**src/rtl/bcd_stopwatch_pkg.sv**
```systemverilog
// rtl/bcd_stopwatch_pkg.sv - state encoding and BCD constants for the stopwatch
package bcd_stopwatch_pkg;

  typedef enum logic [1:0] {
    IDLE  = 2'd0,
    RUN   = 2'd1,
    PAUSE = 2'd2,
    DONE  = 2'd3
  } sw_state_t;

  localparam logic [3:0] BCD_MAX    = 4'd9;
  localparam int         MAX_DIGITS = 16;

  // All-9s terminal value for n_digits packed BCD digits, zero above them
  function automatic logic [4*MAX_DIGITS-1:0] bcd_all_nines(input int n_digits);
    logic [4*MAX_DIGITS-1:0] v;
    v = '0;
    for (int i = 0; i < MAX_DIGITS; i++) begin
      if (i < n_digits) v[4*i +: 4] = BCD_MAX;
    end
    return v;
  endfunction

endpackage

```
**src/rtl/bcd_digit.sv**
```systemverilog
// rtl/bcd_digit.sv - one decade of the BCD count chain
module bcd_digit
  import bcd_stopwatch_pkg::*;
(
  input  logic       clk,
  input  logic       reset_n,
  input  logic       clr,
  input  logic       inc_en,
  output logic [3:0] q,
  output logic       at_max
);

  assign at_max = (q == BCD_MAX);

  // clear beats increment; a digit at 9 rolls over to 0 so values stay legal BCD
  always_ff @(posedge clk or negedge reset_n) begin
    if (!reset_n) begin
      q <= 4'd0;
    end else if (clr) begin
      q <= 4'd0;
    end else if (inc_en) begin
      q <= at_max ? 4'd0 : q + 4'd1;
    end
  end

endmodule

```
**src/rtl/bcd_stopwatch_ctrl.sv**
```systemverilog
// rtl/bcd_stopwatch_ctrl.sv - stopwatch FSM, prescaler and BCD chain; LAP_EN adds a lap register
module bcd_stopwatch_ctrl
  import bcd_stopwatch_pkg::*;
#(
  parameter int N_DIGITS    = 3,
  parameter int TICK_DIV    = 10,
  parameter bit STOP_AT_MAX = 1'b0
) (
  input  logic                  clk,
  input  logic                  reset_n,
  input  logic                  start,
  input  logic                  stop,
  input  logic                  clear,
`ifdef LAP_EN
  input  logic                  lap,
  output logic [4*N_DIGITS-1:0] lap_o,
`endif
  output logic [4*N_DIGITS-1:0] count_o,
  output logic                  tick,
  output logic                  running,
  output logic                  paused,
  output logic                  done
);

  localparam int            W          = 4 * N_DIGITS;
  localparam int            PW         = $clog2(TICK_DIV) + 1;
  localparam logic [PW-1:0] PRESC_LAST = PW'(TICK_DIV - 1);
  localparam logic [W-1:0]  ALL_NINES  = W'(bcd_all_nines(N_DIGITS));
  // Low digit 8, all others 9: the value one increment short of terminal
  localparam logic [W-1:0]  ONE_BELOW  = ALL_NINES - W'(1);

  sw_state_t         state;
  logic [PW-1:0]     presc;
  logic [N_DIGITS:0] inc_chain;
  logic [N_DIGITS-1:0] at_max;
  logic              wrap;
  logic              hit_terminal;

  assign tick         = (state == RUN) && (presc == PRESC_LAST);
  // carry out of the top digit means every digit was 9 on this tick
  assign wrap         = inc_chain[N_DIGITS];
  assign hit_terminal = tick && (count_o == ONE_BELOW);

  assign inc_chain[0] = tick;

  for (genvar i = 0; i < N_DIGITS; i++) begin : g_digit
    bcd_digit u_digit (
      .clk    (clk),
      .reset_n(reset_n),
      .clr    (clear),
      .inc_en (inc_chain[i]),
      .q      (count_o[4*i +: 4]),
      .at_max (at_max[i])
    );
    assign inc_chain[i+1] = inc_chain[i] & at_max[i];
  end

  // command FSM with prescaler; status flags are registered alongside the state
  always_ff @(posedge clk or negedge reset_n) begin
    if (!reset_n) begin
      state   <= IDLE;
      presc   <= '0;
      running <= 1'b0;
      paused  <= 1'b0;
      done    <= 1'b0;
    end else if (clear) begin
      state   <= IDLE;
      presc   <= '0;
      running <= 1'b0;
      paused  <= 1'b0;
      done    <= 1'b0;
    end else begin
      done <= 1'b0;
      case (state)
        IDLE: begin
          if (start && !stop) begin
            state   <= RUN;
            running <= 1'b1;
          end
        end
        RUN: begin
          presc <= tick ? '0 : presc + PW'(1);
          if (STOP_AT_MAX && hit_terminal) begin
            state   <= DONE;
            running <= 1'b0;
            done    <= 1'b1;
          end else begin
            done <= wrap;
            if (stop) begin
              state   <= PAUSE;
              running <= 1'b0;
              paused  <= 1'b1;
            end
          end
        end
        PAUSE: begin
          if (start && !stop) begin
            state   <= RUN;
            running <= 1'b1;
            paused  <= 1'b0;
          end
        end
        DONE: begin
          state <= DONE;
        end
        default: begin
          state   <= IDLE;
          presc   <= '0;
          running <= 1'b0;
          paused  <= 1'b0;
        end
      endcase
    end
  end

`ifdef LAP_EN
  // snapshot of the pre-increment count, taken only while timing
  always_ff @(posedge clk or negedge reset_n) begin
    if (!reset_n) begin
      lap_o <= '0;
    end else if (clear) begin
      lap_o <= '0;
    end else if (lap && ((state == RUN) || (state == PAUSE))) begin
      lap_o <= count_o;
    end
  end
`endif

endmodule
```
**config.mk**
```make
export PLATFORM = sky130hd
export DESIGN_NAME = bcd_stopwatch_ctrl
export DESIGN_NICKNAME = d
export VERILOG_FILES = /design/src/rtl/bcd_stopwatch_pkg.sv /design/src/rtl/bcd_digit.sv /design/src/rtl/bcd_stopwatch_ctrl.sv
export SDC_FILE = /design/constraint.sdc
export NUM_CORES = 1
export LEC_CHECK = 0
export ABC_AREA = 0
export ABC_CLOCK_PERIOD_IN_PS = 3950
export BUFFER_PORTS_ARGS = -buffer_cell sky130_fd_sc_hd__buf_2
export CORE_MARGIN = 2
export CORE_UTILIZATION = 58
export DETAILED_ROUTE_END_ITERATION = 16
export GPL_TIMING_DRIVEN = 0
export PLACE_DENSITY = 0.93
export SKIP_LAST_GASP = 1
export SLEW_MARGIN = 5
export SYNTH_ARGS = -nofsm -noshare
export SYNTH_HDL_FRONTEND = slang
export SYNTH_SLANG_ARGS = --single-unit
```
**constraint.sdc**
```tcl
create_clock -name clk -period 3.95 [get_ports clk]
set_clock_uncertainty 0.05 [all_clocks]
set_input_delay 0.79 -clock clk [delete_from_list [all_inputs] [get_ports clk]]
set_output_delay 0.79 -clock clk [all_outputs]
set_load 0.02 [all_outputs]
```
### Word level (Yosys, flattened, before mapping)

Cells that the tools add are included.

* equal/unequal tests: 10
* add/sub/neg operators: 4
* bitwise gates (word level): 3
* reductions and logical operators: 14
* mux-type cells: 26

Operators with widths (number)
* 2-to-1 mux 4 bit: 9
* 2-to-1 mux 5 bit: 3
* adder 4 x 1 -> 4 bit (second input constant): 3
* equality test 4 bit (second input constant): 3
* 2-to-1 mux 1 bit: 8
* nonzero test 2 bit: 4
* 2-to-1 mux 2 bit: 3
* inequality test 3 bit (second input constant): 2
* one-hot mux 2 bit (3 select lines): 1
* AND reduction 3 bit: 2
* nonzero test 3 bit: 2
* adder 5 x 1 -> 5 bit (second input constant): 1
* equality test 5 x 4 -> 1 bit (second input constant): 1
* equality test 2 bit (second input constant): 2
* one-hot mux 1 bit (2 select lines): 2
* bitwise AND 1 bit: 3
* inequality test 3 x 1 -> 1 bit (second input constant): 1
* equality test 2 x 1 -> 1 bit (second input constant): 1
* logical AND 1 bit: 2
* logical NOT 2 bit: 1
* AND reduction 2 bit: 1
* OR reduction 2 bit: 1
* logical NOT 1 bit: 1

* input bits: 5
* register bits: 22

### Longest topological paths before layout

Gate-level depths: netlist of run 1.

* depth in word-level cells: 7
* mapped depth: 8
* mapped depth without buffers: 6

### By module

From an unflattened synthesis of run 1, not the netlist that was laid out.

* cells, all modules: 128
* area total of the unflattened synthesis: 1242.4 µm²

Modules (own cells, without submodules)
* bcd_digit: instances 3, seq. area each 100.1 µm², cells each 24, area an instance 231.5 µm²
* bcd_stopwatch_ctrl: instances 1, seq. area each 250.2 µm², cells each 56, area an instance 548.0 µm²

### Worst setup path before layout of run 1

No wires, ideal clock.

* kind: register -> output
* start point: register presc[0]
* end point: output tick
* stages on the path, launching flop included: 6
* data arrival time: 1219 ps
* slack: 1891 ps
* required time: 3110 ps
* buffers on the path: 2
* path through: dfrtp_1 > ha_1 > and4bb_1 > buf_6 > and2_1 > buf_2

* cells in the longest elaborated chain, start to end: 2

RTL lines
* start: declaration: line bcd_stopwatch_ctrl.sv:33 `logic [PW-1:0] presc;`
* start signal: assignment: line bcd_stopwatch_ctrl.sv:82 `presc <= tick ? '0 : presc + PW'(1);`
* equality test 5 x 4 -> 1 bit: line bcd_stopwatch_ctrl.sv:39 `assign tick = (state == RUN) && (presc == PRESC_LAST);`
* logical AND 1 bit: line bcd_stopwatch_ctrl.sv:39
* end: declaration: line bcd_stopwatch_ctrl.sv:19 `output logic tick,`

No other way between the ends.

### Worst setup path in the final report of run 1

Ends and elaborated chain as after synthesis.

==> metrics.md, run 1 <==
| Metric | Value |
|---|---|
| Status | finished, final reports clean |
| Crit Path Category | reg2out |
| Drt total wl | 2590 µm |
| Area grow syn2layout | 13.1% |
| Internal | 272 µW |
| Vias in the first global route | 989 |
| Share of cells above drive strength 1 | 22.5% |
| Largest stage delay, worst path | 450 ps |
| CP startpoint kind | flop |
| Sw Ratio | 25.3% |
| Slew HR | 67.1% |
| Critical Path Sink Type | primary output |
| Seq pwr share | 63.5% |
| P_sw | 92.2 µW |
| Worst-Skew Late Latency | 310 ps |
| CP arrival | 1780 ps |
| Pins over their slew limit | 0 |
| CTS tree | done |
| Slowest cell on the critical path | dfrtp_1 |
| VDD IR max | 0.265 mV |
| CTS resizes | 0 |
| CTS clk-pin slew, worst paths | 120 ps |
| Post-synthesis cell type count | 36 |
| Post-route setup TNS | 0 ps |
| Synthesis-stage register bit count | 22 |
| Post-synthesis adder-cell area fraction | 4.19% |
| Clock network power share | 29.0% |
| Synthesized area | 1190 µm² |
| Yosys Warn Count | 0 |
| Final Setup Violations | 0 |
| XOR/XNOR share of the synthesized area | 4.40% |
| IO Pins | 21 |
| First-pass GRT wire length | 4420 µm |
| Remaining antenna violation count after routing | 0 |
| Crit path required time | 3110 ps |
| Die Span Y | 49.4 µm |
| DRC violation count after routing | 0 |
| Place WS | 1680 ps |
| Hold Fails Final Rpt | 0 |
| Final period util | 66.3% |
| Final WS setup | 1330 ps |
| Leak pwr | 0.000642 µW |
| Fillers | 172 |
| Multi-input gate area | 582 µm² |
| Worst hold path type | in2async |
| Nets | 153 |
| Fmax | 382 MHz |
| # diodes | 0 |
| Number of synthesized flops with an enable pin | 0 |
| Num Clock Sinks | 22 |
| Clock Path Buffers | 2 |
| Mapped Cells | 119 |
| Register area share after synthesis | 46.1% |
| HPWL after DPL | 1890 µm |
| Synth Net Count | 128 |
| Largest family of logic cells by synthesized area | simple AND/OR/NAND/NOR gates |
| Routed WL per cell | 15.3 µm |
| # port buffers | 20 |
| Crit-path cells | ha_1, and4bb_1, buf_6, and2_1, buf_2, buf_2 |
| Post-CTS Repair Setup Buffers | 0 |
| Crit Path Max Fanout | 10 |
| DRT Pass-1 Iters | 4 |
| Minimum clock period | 2620 ps |
| RSZ-0062 raised after global routing | false |
| Total GRT Usage | 24.1% |
| Cells after DPL | 166 |
| Num CTS Buffers | 3 |
| Vias | 998 |
| Root buffer cell | clkbuf_4 |
| Cell row count | 16 |
| Crit-path most repeated cell | buf_2 |
| Die Span X | 49.4 µm |
| Asr flop ratio synth | 100% |
| Mux cell area share after synthesis | 0.839% |
| Synthesized area per cell | 10.0 µm² |
| Grt total ovfl | 0 |
| Hold WS | 369 ps |
| Initial core utilization | 61.5% |
| Placer congestion estimate | 0.784 |
| FF+latch area | 551 µm² |
| Core region area | 1940 µm² |
| Final cell count without fillers | 169 |
| Pin count of the biggest net entering global routing | 23 |
| Max Cap Viol | 0 |
| Compound-Gate Fraction of Synth Area | 14.4% |
| Initial antenna violation count | 0 |
| Vias per cell | 5.91 |
| H-tree levels | 1 |
| Worst-Margin Slew | 494 ps |
| Ys flop type | dfrtp_1 |
| P per Cell Area | 270 nW/µm² |
| Comb pwr share | 7.5% |
| Hold_buf cts | 0 |
| Die ar. | 2440 µm² |
| Initial drt markers | 11 |
| Post-Synth Simple-Gate Area | 24.9% |
-- worst paths after layout --
check	startpoint	to	slack, ps	cells after the start
worst max-delay path	presc[0]$_DFFE_PN0N_	tick	1330	6
worst min-delay path	reset_n	g_digit[0].u_digit.q[0]$_DFFE_PN0P_	370	1
worst min register to register	state[1]$_DFFE_PN0P_	paused$_DFFE_PN0P_	500	1
max in group asynchronous	reset_n	g_digit[1].u_digit.q[0]$_DFFE_PN0P_	3150	1
min in group clk	state[1]$_DFFE_PN0P_	paused$_DFFE_PN0P_	500	1
worst max register to register	presc[1]$_DFFE_PN0N_	done$_DFF_PN0_	2150	8
-- metrics by stage --
step / instance area (µm²) / util, % / total power (µW)
final: 1350 / 69.5 / 365
after global routing: 1350 / 69.5 / 378
after CTS: 1350 / 69.5 / 362
after detailed placement: 1330 / 68.4 / 264
after global placement: 1330 / 68.4 / 262
after floorplan: 1190 / - / 250
-- worst max-delay path, delay by kind of cell (launching register included) --
family                     cells  cell delay (ps)
buffers and inverters          3              450
DFF                            1              450
and+or+nand+nor                2              350
adders and majority gates      1              210
-- placed cells by master (no fill, tap or decap), types with 5 or more instances in the layout --
| master | n |
|---|---|
| or3_1 | 5 |
| nor3_1 | 6 |
| a21oi_1 | 13 |
| inv_1 | 7 |
| nand2_1 | 6 |
| buf_2 | 21 |
| nand3_1 | 6 |
| nor2_1 | 7 |
| dfrtp_1 | 22 |
-- power groups by stage --
stage / logic, µW / registers (µW) / clock network [µW]
after global placement: 26.1 / 235 / 0
after detailed placement: 28.1 / 236 / 0
final: 27.4 / 232 / 106
after global routing: 31.1 / 232 / 114
after floorplan: 13.4 / 237 / 0
after CTS: 28.1 / 232 / 103
-- logic make-up after synthesis --
| family | Yosys count |
|---|---|
| and+or+nand+nor | 47 |
| AOI/OAI and AO/OA | 27 |
| DFF | 22 |
| buffers and inverters | 12 |
| xor gates and xnor gates | 6 |
| adders and majority gates | 4 |
| muxes | 1 |
-- routing by layer --
| metal | track usage, % | vias up | part of all wire [%] |
|---|---|---|---|
| met5 | 0 | - | 0 |
| met4 | 10.5 | 0 | 3.2 |
| met3 | 3.99 | 10 | 4.1 |
| met2 | 42.8 | 29 | 53 |
| met1 | 28.5 | 481 | 40 |
| li1 | - | 478 | - |
-- sequential cells by signal, summed over array words and instances (netlist names) --
signal             flops
done                   1
g_digit.u_digit.q     12
paused                 1
presc                  5
running                1
state                  2
-- cell type report --
type / count / share of cell area, %
buffer: 5 / 2.60
clock buffer: 3 / 1.67
inverter: 7 / 1.95
multi-input combinational: 85 / 43.1
sequential: 22 / 40.8
tap: 27 / 2.50
timing repair buffer: 20 / 7.41
-- synth_stat cells, types with 3 or more instances --
| cell | number | share of area [%] |
|---|---|---|
| nand3_1 | 6 | 2.5 |
| o2111ai_1 | 3 | 2.2 |
| nor2b_1 | 4 | 2.1 |
| a21oi_1 | 13 | 5.5 |
| nor2_1 | 7 | 2.2 |
| nor3_1 | 6 | 2.5 |
| o21ai_0 | 4 | 1.7 |
| inv_1 | 7 | 2.2 |
| dfrtp_1 | 22 | 46 |
| nand2_1 | 6 | 1.9 |
| xor2_1 | 4 | 2.9 |
| or3_1 | 5 | 2.6 |
| ha_1 | 4 | 4.2 |
(Power assumes the default switching activity.)
==> run 2: changes to the inputs <==
--- a/config.mk
+++ b/config.mk
@@ -5,14 +5,14 @@
 export SDC_FILE = /design/constraint.sdc
 export NUM_CORES = 1
 export LEC_CHECK = 0
-export ABC_AREA = 0
-export ABC_CLOCK_PERIOD_IN_PS = 3950
+export ABC_AREA = 1
+export ABC_CLOCK_PERIOD_IN_PS = 2500
 export BUFFER_PORTS_ARGS = -buffer_cell sky130_fd_sc_hd__buf_2
 export CORE_MARGIN = 2
-export CORE_UTILIZATION = 58
+export CORE_UTILIZATION = 55
 export DETAILED_ROUTE_END_ITERATION = 16
 export GPL_TIMING_DRIVEN = 0
-export PLACE_DENSITY = 0.93
+export PLACE_DENSITY = 0.89
 export SKIP_LAST_GASP = 1
 export SLEW_MARGIN = 5
 export SYNTH_ARGS = -nofsm -noshare
==> constraint.sdc (replaced) <==
create_clock -name clk -period 2.5 [get_ports clk]
set_clock_uncertainty 0.05 [all_clocks]
set_input_delay 0.5 -clock clk [delete_from_list [all_inputs] [get_ports clk]]
set_output_delay 0.5 -clock clk [all_outputs]
set_load 0.02 [all_outputs]
==> run 2 against run 1 <==
  * Total power rose by 110%
  * Register-to-register slack got worse by 1100 ps
  * First-iteration DRC count rose to 3.1 times the previous value
  * Flip-flop and latch count is the same
  * Clock power grew to 2.6 times the previous value
  * Highest routed layer unchanged
  * Wire length grew 2.2%
  * Largest cell class unchanged
==> metrics.md, run 2 <==
| Metric | Value |
|---|---|
| Status | finished, final reports clean |
| Post-synthesis adder-cell area fraction | 3.80% |
| Synth Net Count | 174 |
| Die ar. | 2800 µm² |
| Biggest register | g_digit.u_digit.q |
| VDD IR max | 0.518 mV |
| Crit path required time | 1950 ps |
| Fmax | 481 MHz |
| Fillers | 187 |
| Hold Fails Final Rpt | 0 |
| Vias in the first global route | 1108 |
| P per Cell Area | 501 nW/µm² |
| Remaining antenna violation count after routing | 0 |
| Compound-Gate Fraction of Synth Area | 6.55% |
| Mapped Cells | 165 |
| Share of cells above drive strength 1 | 22.2% |
| Post-CTS Repair Setup Buffers | 0 |
| Num Clock Sinks | 22 |
| Slew HR | 67.0% |
| FF+latch area | 551 µm² |
| Grt total ovfl | 0 |
| Top-count cell post-synth | nand2_1 |
| CP arrival | 1530 ps |
| CTS clk-pin slew, worst paths | 130 ps |
| Initial core utilization | 59.0% |
| CP Capture Point | tick |
| Final cell count without fillers | 217 |
| Post-route setup TNS | 0 ps |
| Hold_buf cts | 0 |
| Synthesized area per cell | 7.98 µm² |
| Yosys top cell by area | dfrtp_1 |
| Vias per cell | 5.31 |
| Placed cell area | 1450 µm² |
| Leak pwr | 0.000880 µW |
| Worst hold path type | in2async |
| Largest stage delay, worst path | 430 ps |
| Total GRT Usage | 22.4% |
| Most frequent cells in the layout | 43 x nand2_1, 22 x buf_2, 22 x dfrtp_1 |
| Post-Synth Simple-Gate Area | 37.5% |
| RR Startpoint | presc[1]$_DFFE_PN0N_ |
| Setup slack, reg-to-reg | 1080 ps |
| Worst-Margin Slew | 495 ps |
| Crit-path cells | inv_1, ha_1, nand2_1, inv_1, nand2_2, nor2_8, buf_2 |
| CTS resizes | 0 |
| Minimum clock period | 2080 ps |
| Multi-input gate area | 674 µm² |
| Asr flop ratio synth | 100% |
| Largest family of logic cells by synthesized area | simple AND/OR/NAND/NOR gates |
| Final non-filler cell area | 1510 µm² |
| Drt total wl | 2650 µm |
| Worst setup path startpoint | presc[1]$_DFFE_PN0N_ |
| Initial antenna violation count | 0 |
| IO Pins | 21 |
| # diodes | 0 |
| CP top delay family | flip-flops |
| Num CTS Buffers | 3 |
| Routed WL per cell | 12.2 µm |
| Die Span Y | 52.9 µm |
| Core region area | 2230 µm² |
| Biggest regs | g_digit.u_digit.q x12, presc x5, state x2 |
| DRC violation count after routing | 0 |
| Commonest cells post-synth | 43 x nand2_1, 22 x dfrtp_1, 18 x inv_1 |
| Nets | 199 |
| Synthesis-stage register bit count | 22 |
| Crit Path Max Fanout | 6 |
| Cells after DPL | 213 |
| CP startpoint kind | flop |
| Vias | 1153 |
| Initial drt markers | 34 |
| Path depth of the worst reg2reg path | 9 |
| Commonest non-fill, non-tap cell in the layout | nand2_1 |
| Worst path bufs/invs | 3 |
| Levels on crit path | 7 |
| Crit-path most repeated cell | inv_1 |
| Slowest cell on the critical path | dfrtp_1 |
| Placer congestion estimate | 0.843 |
| Post-synthesis cell type count | 24 |
| Ys flop type | dfrtp_1 |
| First-pass GRT wire length | 4670 µm |
| Final Setup Violations | 0 |
| # port buffers | 20 |
| CTS tree | done |
| Share of the synthesized area in the top cell type | 41.8% |
| Max Cap Viol | 0 |
| H-tree levels | 1 |
| Capturing point of the worst reg2reg path | g_digit[2].u_digit.q[2]$_DFFE_PN0P_ |
| Clock Path Buffers | 2 |
| Yosys Warn Count | 0 |
| Worst-Skew Late Latency | 320 ps |
| Pins over their slew limit | 0 |
| HPWL after DPL | 2050 µm |
| Synthesized area | 1320 µm² |
| Area grow syn2layout | 14.2% |
| Final period util | 83.2% |
| Pin count of the biggest net entering global routing | 23 |
| Max reg flops | 12 |
| Mux cell area share after synthesis | 0% |
| Root buffer cell | clkbuf_4 |
| Number of synthesized flops with an enable pin | 0 |
| Die Span X | 52.9 µm |
| DRT Pass-1 Iters | 5 |
| Register area share after synthesis | 41.8% |
| Crit Path Category | reg2out |
| RSZ-0062 raised after global routing | false |
| XOR/XNOR share of the synthesized area | 3.32% |
| Critical Path Sink Type | primary output |
| Cell row count | 17 |
| Area contributors post-synth | dfrtp_1 42%, nand2_1 12%, nand3_1 5.3% |
## run 2: cell count changes after synthesis, moves of 5 or more
cell / before / now
nand2_1: 6 / 43
o21ai_0: 4 / 9
or3_1: 5 / 0
a21oi_1: 13 / 0
inv_1: 7 / 18
nand3_1: 6 / 14
nor2_1: 7 / 16
nor3_1: 6 / 0
nand4_1: 1 / 10
## run 2: cell type report
cell class | count | share of cell area [%]
multi-input cells | 119 | 44.8
repair buffers | 20 | 6.65
well taps | 28 | 2.33
clock inverters | 1 | 2.00
flip-flops and latches | 22 | 36.6
plain buffers | 2 | 0.665
clock buffers | 3 | 1.50
inverters | 22 | 5.49
## run 2: worst min path at each step
stage	depth (start not counted)	startpoint	slack, ps	to
after global placement	2	running$_DFFE_PN0P_	400	running$_DFFE_PN0P_
after global routing	1	reset_n	110	g_digit[2].u_digit.q[1]$_DFFE_PN0P_
after floorplan	0	reset_n	150	done$_DFF_PN0_
final	1	reset_n	80	g_digit[1].u_digit.q[2]$_DFFE_PN0P_
after CTS	1	reset_n	80	g_digit[2].u_digit.q[1]$_DFFE_PN0P_
after detailed placement	2	running$_DFFE_PN0P_	410	running$_DFFE_PN0P_
## run 2: logic make-up (layout without fill, tap and decap cells)
family	Yosys count	count (layout)
buffers and inverters	24	48
DFF	22	22
and+or+nand+nor	95	95
adders and majority gates	4	4
AOI/OAI and AO/OA	15	15
xor gates and xnor gates	5	5
## run 2: worst reg2reg max path: cells and delay by family (launching register included)
kind | cells | cell delay [ps]
buffers and inverters | 2 | 190
and+or+nand+nor | 6 | 520
adders and majority gates | 1 | 130
DFF | 1 | 430
## run 2: metrics by stage
step | power [µW] | hold slack [ps] | setup WS, ps | utilization (%)
after CTS | 758 | 80.6 | 418 | 67.4
after global routing | 787 | 109 | 313 | 67.4
after detailed placement | 486 | 411 | 776 | 65.0
after global placement | 482 | 403 | 782 | 65.0
after floorplan | 453 | 154 | 971 | -
final | 754 | 75.4 | 421 | 67.4
## run 2: power by group
group	total, µW	switching [µW]	internal [µW]
sequential	385	14.2	371
clock	276	114	162
combinational	93.0	65.1	27.9
## run 2: metal layers
metal	wire length (µm)	GRT usage (%)	vias up
met3	109	3.67	2
met5	0	0	-
li1	-	-	580
met4	22	7.69	0
met1	1120	28.3	541
met2	1400	38.5	30
